[src/rtl/sec_array_wr_stage_if.sv]
// Request/write bus between an upstream requester and the array write-staging stage.
// master = requester/array-side driver, slave = the staging stage itself.
interface sec_array_wr_stage_if #(
    parameter int DATA_W = 16,
    parameter int IDX_W  = 2,
    parameter int CNT_W  = 8
);
    logic              req_valid;
    logic              req_ready;
    logic [IDX_W-1:0]  req_idx;
    logic [DATA_W-1:0] req_data;
    logic              req_idx_hi;
    logic              req_data_hi;
    logic              wr_stall;
    logic              wr_en;
    logic [IDX_W-1:0]  wr_idx;
    logic [DATA_W-1:0] wr_data;
    logic              drop_pulse;
    logic [CNT_W-1:0]  drop_cnt;

    modport master (
        output req_valid, req_idx, req_data, req_idx_hi, req_data_hi, wr_stall,
        input  req_ready, wr_en, wr_idx, wr_data, drop_pulse, drop_cnt
    );

    modport slave (
        input  req_valid, req_idx, req_data, req_idx_hi, req_data_hi, wr_stall,
        output req_ready, wr_en, wr_idx, wr_data, drop_pulse, drop_cnt
    );
endinterface

[src/rtl/sec_array_wr_stage.sv]
// Write-request staging FIFO in front of a Low-labelled array: High-tainted requests
// are consumed and counted but never enqueued; clean ones issue one write per cycle.
module sec_array_wr_stage #(
    parameter int DATA_W = 16,
    parameter int IDX_W  = 2,
    parameter int DEPTH  = 2,
    parameter int CNT_W  = 8
) (
    input logic                 clk,
    input logic                 reset,
    sec_array_wr_stage_if.slave bus
);
    localparam int PTR_W = (DEPTH > 1) ? $clog2(DEPTH) : 1;
    localparam int OCC_W = $clog2(DEPTH + 1);
    localparam logic [OCC_W-1:0] FULL = OCC_W'(DEPTH);

    function automatic logic [CNT_W-1:0] sat_inc(input logic [CNT_W-1:0] v);
        return (&v) ? v : v + 1'b1;
    endfunction

    logic [IDX_W-1:0]  idx_mem  [DEPTH];
    logic [DATA_W-1:0] data_mem [DEPTH];
    logic [PTR_W-1:0]  wptr;
    logic [PTR_W-1:0]  rptr;
    logic [OCC_W-1:0]  count;

    logic accept_p0;
    logic taint_p0;
    logic push_p0;
    logic pop_p0;

    logic              vld_p1;
    logic [IDX_W-1:0]  idx_p1;
    logic [DATA_W-1:0] data_p1;
    logic              drop_p1;
    logic [CNT_W-1:0]  drop_cnt_p1;

    // Stage 0: handshake, taint filter and FIFO bookkeeping (ready depends on count only)
    assign bus.req_ready = (count != FULL);
    assign accept_p0     = bus.req_valid && bus.req_ready;
    assign taint_p0      = bus.req_idx_hi || bus.req_data_hi;
    assign push_p0       = accept_p0 && !taint_p0;
    assign pop_p0        = !bus.wr_stall && (count != '0);

    always_ff @(posedge clk) begin
        if (push_p0) begin
            idx_mem[wptr]  <= bus.req_idx;
            data_mem[wptr] <= bus.req_data;
        end
    end

    // Stage 1: registered array write port and drop reporting
    always_ff @(posedge clk) begin
        if (!reset) begin
            wptr        <= '0;
            rptr        <= '0;
            count       <= '0;
            vld_p1      <= 1'b0;
            idx_p1      <= '0;
            data_p1     <= '0;
            drop_p1     <= 1'b0;
            drop_cnt_p1 <= '0;
        end else begin
            if (push_p0) wptr <= wptr + 1'b1;
            // Pop always reads the pre-edge head, so a same-edge push is never bypassed.
            if (pop_p0) begin
                rptr    <= rptr + 1'b1;
                vld_p1  <= 1'b1;
                idx_p1  <= idx_mem[rptr];
                data_p1 <= data_mem[rptr];
            end else begin
                vld_p1  <= 1'b0;
                idx_p1  <= '0;
                data_p1 <= '0;
            end
            case ({push_p0, pop_p0})
                2'b10:   count <= count + 1'b1;
                2'b01:   count <= count - 1'b1;
                default: count <= count;
            endcase
            drop_p1 <= accept_p0 && taint_p0;
            if (accept_p0 && taint_p0) drop_cnt_p1 <= sat_inc(drop_cnt_p1);
        end
    end

    assign bus.wr_en      = vld_p1;
    assign bus.wr_idx     = idx_p1;
    assign bus.wr_data    = data_p1;
    assign bus.drop_pulse = drop_p1;
    assign bus.drop_cnt   = drop_cnt_p1;
endmodule

[src/flat_wrapper.sv]
// flat-port wrapper written by rule: the top's interface ports become plain ports
module sec_array_wr_stage_flat 
#(
    parameter int DATA_W = 16,
    parameter int IDX_W  = 2,
    parameter int DEPTH  = 2,
    parameter int CNT_W  = 8
)
  (clk, reset, bus_req_valid, bus_req_idx, bus_req_data, bus_req_idx_hi, bus_req_data_hi, bus_wr_stall, bus_req_ready, bus_wr_en, bus_wr_idx, bus_wr_data, bus_drop_pulse, bus_drop_cnt);
  sec_array_wr_stage_if #(.DATA_W(DATA_W), .IDX_W(IDX_W), .CNT_W(CNT_W)) bus_i ();
  input logic clk;
  input logic reset;
  input wire logic [$bits(bus_i.req_valid)-1:0] bus_req_valid;
  input wire logic [$bits(bus_i.req_idx)-1:0] bus_req_idx;
  input wire logic [$bits(bus_i.req_data)-1:0] bus_req_data;
  input wire logic [$bits(bus_i.req_idx_hi)-1:0] bus_req_idx_hi;
  input wire logic [$bits(bus_i.req_data_hi)-1:0] bus_req_data_hi;
  input wire logic [$bits(bus_i.wr_stall)-1:0] bus_wr_stall;
  output wire logic [$bits(bus_i.req_ready)-1:0] bus_req_ready;
  output wire logic [$bits(bus_i.wr_en)-1:0] bus_wr_en;
  output wire logic [$bits(bus_i.wr_idx)-1:0] bus_wr_idx;
  output wire logic [$bits(bus_i.wr_data)-1:0] bus_wr_data;
  output wire logic [$bits(bus_i.drop_pulse)-1:0] bus_drop_pulse;
  output wire logic [$bits(bus_i.drop_cnt)-1:0] bus_drop_cnt;
  assign bus_i.req_valid = bus_req_valid;
  assign bus_i.req_idx = bus_req_idx;
  assign bus_i.req_data = bus_req_data;
  assign bus_i.req_idx_hi = bus_req_idx_hi;
  assign bus_i.req_data_hi = bus_req_data_hi;
  assign bus_i.wr_stall = bus_wr_stall;
  assign bus_req_ready = bus_i.req_ready;
  assign bus_wr_en = bus_i.wr_en;
  assign bus_wr_idx = bus_i.wr_idx;
  assign bus_wr_data = bus_i.wr_data;
  assign bus_drop_pulse = bus_i.drop_pulse;
  assign bus_drop_cnt = bus_i.drop_cnt;
  sec_array_wr_stage #(.DATA_W(DATA_W), .IDX_W(IDX_W), .DEPTH(DEPTH), .CNT_W(CNT_W)) u_core (.clk(clk), .reset(reset), .bus(bus_i));
endmodule
[config.mk]
export PLATFORM = sky130hd
export DESIGN_NAME = sec_array_wr_stage_flat
export DESIGN_NICKNAME = d
export VERILOG_FILES = /design/src/rtl/sec_array_wr_stage_if.sv /design/src/rtl/sec_array_wr_stage.sv /design/src/flat_wrapper.sv
export SDC_FILE = /design/constraint.sdc
export NUM_CORES = 1
export LEC_CHECK = 0
export BUFFER_PORTS_ARGS = -buffer_cell sky130_fd_sc_hd__buf_2
export CAP_MARGIN = 20
export CORE_ASPECT_RATIO = 1.1
export CORE_UTILIZATION = 35
export CTS_BUF_LIST = sky130_fd_sc_hd__clkbuf_4 sky130_fd_sc_hd__clkbuf_8 sky130_fd_sc_hd__clkbuf_16
export CTS_CLUSTER_DIAMETER = 40
export DETAILED_ROUTE_END_ITERATION = 12
export GPL_TIMING_DRIVEN = 1
export HOLD_SLACK_MARGIN = 0.05
export PLACE_DENSITY_LB_ADDON = 0.12
export SYNTH_ARGS = -nofsm -noshare
export SYNTH_HDL_FRONTEND = slang
export SYNTH_SLANG_ARGS = --single-unit
[constraint.sdc]
create_clock -name clk -period 2.5 [get_ports clk]
set_input_delay 0.5 -clock clk [delete_from_list [all_inputs] [get_ports clk]]
set_output_delay 0.5 -clock clk [all_outputs]
set_load 0.05 [all_outputs]
==> flow_summary.yaml <==
outcome:
  status: "finished clean"
sta:
  min_period_ns: 1.75
  fin_crit_sh_pct: 70.0
  slew_viol_final: 0
  fin_hold_ws_ns: 0.349
  max_freq_mhz: 572
  tightest_slew_ns: 0.515
  setup_tns_ns: 0
  relSlewSlack_pct: 65.6
  finalHoldViolCount: 0
  setup_ws_ns: 0.750
  clock_skew_ns: 0.00805
  rsz0062_at_grt: "false"
  finalSetupViolations: 0
placement:
  gp_congestion: 0.692
  dp_hpwl_microns: 2580
  place_ws_ns: 0.632
  io_buffers: 52
setup_path:
  crit_start: "u_core.count[0]"
  timing.rr.end: "u_core.count[1]"
  crit_path_end_kind: "flop"
  r2r_cells: 5
  crit_fanout: 6
  worst_ep_arrival_time_ns: 2.01
  required_ns: 2.76
  r2r_slack_ns: 0.75
  rr_startpoint: "u_core.count[0]"
  path_class: "reg -> reg"
  cp-start-kind: "flop"
  endpoint: "u_core.count[1]"
floorplanning:
  dieArea_sq_um: 7100
  ios: 53
  fp.coreArea_sq_um: 6560
  num_rows: 31
  die_w_microns: 80.5
  initial_core_util_pct: 36.2
  die_y_microns: 88.3
logic_synthesis:
  yosysSeqAreaShare_pct: 72.7
  synth_area_sq_um: 2370
  synth_compound_area_share_pct: 4.07
  synth_xor_xnor_area_share_pct: 1.85
  muxShareOfSynthArea_pct: 8.87
  syn_avg_cell_area_sq_um: 14.1
  syn_nets: 194
  synthAdderAreaFrac_pct: 1.06
  synth_top_family_by_area: "simple AND/OR/NAND/NOR gates"
  yosys.area.top_type: "edfxtp_1"
  synth.distinct_cells: 24
  synth_area_leaders: "edfxtp_1, dfxtp_1, mux2i_1, nor2_1, o2111ai_4"
  ys_async_sr_fraction_pct: 0
  yosys_warnings: 0
  synth-seq-cells: 68
  yosysMostFrequentCell: "edfxtp_1"
  synthSimpleGateAreaFrac_pct: 10.1
  synth-main-ff-cell: "edfxtp_1"
  synthCells: 168
  synth_edf_count: 36
  synth_top_area_share_pct: 45.6
  synth_commonest_cells: "edfxtp_1, dfxtp_1, nor2_1"
grt:
  grt_pass1_wl_microns: 6270
  overflow: 0
  antenna_found_initial: 0
  first_global_vias: 1306
  grtUsageTotal_pct: 12.6
  grt_max_degree: 20
routing:
  vias: 1436
  drcViolationCount: 0
  drtAntennaViolNets: 0
  vias_per_cell: 4.53
  first_pass_iters: 4
  drt-total-wl_microns: 3980
  drt_iter0_drc: 32
  post_drt_wl_per_cell_microns: 12.5
pwr:
  total_leakage_power_nw: 1.16
  power_w: 0.00240
  ir_worst_vdd_mv: 0.437
  p_per_area_nw_per_um2: 819
clock_tree:
  clockBufferDepth: 2
  clock_latency_ns: 0.34
  clock-sinks: 68
  cts_hold_buf: 0
  ctsResizeCount: 0
  path_clk_slew_ns: 0.07
  cts_made_buffers: 9
  cts_tree: "done"
  cts_root_buf: "clkbuf_8"
  cts_setup_buffers: 0
  cts-htree-levels: 3
worst_hold_path:
  hold_depth: 1
  hold_path.class: "in -> reg"
layout:
  layout.nets: 256
  layout-drive-gt1-share_pct: 32.8
  syn_to_final_growth_pct: 23.8
  finish.utilization_pct: 44.7
  antenna_cells: 0
job:
  maxCapViolations: 0
[cells by family after synthesis]
group / after synthesis
and+or+nand+nor: 52
adders and majority gates: 2
xor gates and xnor gates: 5
AOI/OAI and AO/OA: 12
DFF: 68
muxes: 21
buffers and inverters: 8
[cell usage in the layout (no fill, tap or decap), types with 2 or more instances in the layout]
master | Yosys | layout
a21oi_1 | 3 | 3
nor2_1 | 31 | 29
buf_2 | 3 | 52
o311a_1 | 2 | 2
clkinv_2 | 0 | 4
nand4_1 | 4 | 4
buf_4 | 0 | 3
edfxtp_1 | 36 | 36
o21ai_0 | 4 | 4
ha_1 | 2 | 2
inv_1 | 4 | 4
mux2i_1 | 21 | 21
xor2_1 | 2 | 2
nand3_1 | 5 | 5
clkinv_4 | 0 | 2
o21bai_1 | 2 | 2
or3_1 | 3 | 3
nor2_2 | 0 | 2
xnor2_1 | 3 | 3
clkbuf_8 | 0 | 9
dfxtp_1 | 32 | 32
nand2_1 | 4 | 4
[per-stage QoR]
stage,instance area [sq um],cells
finish,2930,317
global route,2930,317
CTS,2930,317
detailed placement,2740,301
global placement,2740,301
floorplan,2370,168
[flip-flops by register name (all words and copies together) (netlist names)]
name,flops
u_core.data_mem,32
u_core.bus.wr_data,16
u_core.bus.wr_en,1
u_core.wptr,1
u_core.bus.wr_idx,2
u_core.rptr,1
u_core.idx_mem,4
u_core.count,2
u_core.bus.drop_pulse,1
u_core.bus.drop_cnt,8
[worst min-delay path by stage]
stage,startpoint,endpoint
global route,bus_req_data[12],u_core.data_mem[1][12]
floorplan,u_core.data_mem[0][0],u_core.bus.wr_data[0]
detailed placement,u_core.data_mem[0][7],u_core.bus.wr_data[7]
CTS,bus_req_data[2],u_core.data_mem[0][2]
global placement,u_core.data_mem[0][1],u_core.bus.wr_data[1]
finish,bus_req_data[2],u_core.data_mem[0][2]
[layer usage]
metal	part of all wire, %	GRT usage (%)
met5	0	0
met4	2.9	8.77
met3	5.2	3.51
met2	45	18.4
met1	47	16.0
[critical path, cell delays in order (launching register included)]
cell and delay, ns:
dfxtp_1 0.41, or2b_4 0.19, nand3_1 0.18, ha_1 0.38
or3_1 0.37, a21oi_1 0.14
[cell type report]
type                            count  area, sq um
Fill cell                         647         3620
Tap cell                           82          103
Multi-Input combinational cell     92          619
Clock inverter                      7         67.6
Clock buffer                        9          124
Inverter                            4         15.0
Timing Repair Buffer               55          283
Sequential cell                    68         1720
[power by group]
group	total [W]	internal (W)	switching, W
logic	0.000289	0.000103	0.000187
clock network	0.000859	0.000456	0.000402
registers	0.00125	0.00122	0.0000328
total	0.00240	0.00178	0.000622
Power figures use the tool's default switching activity.
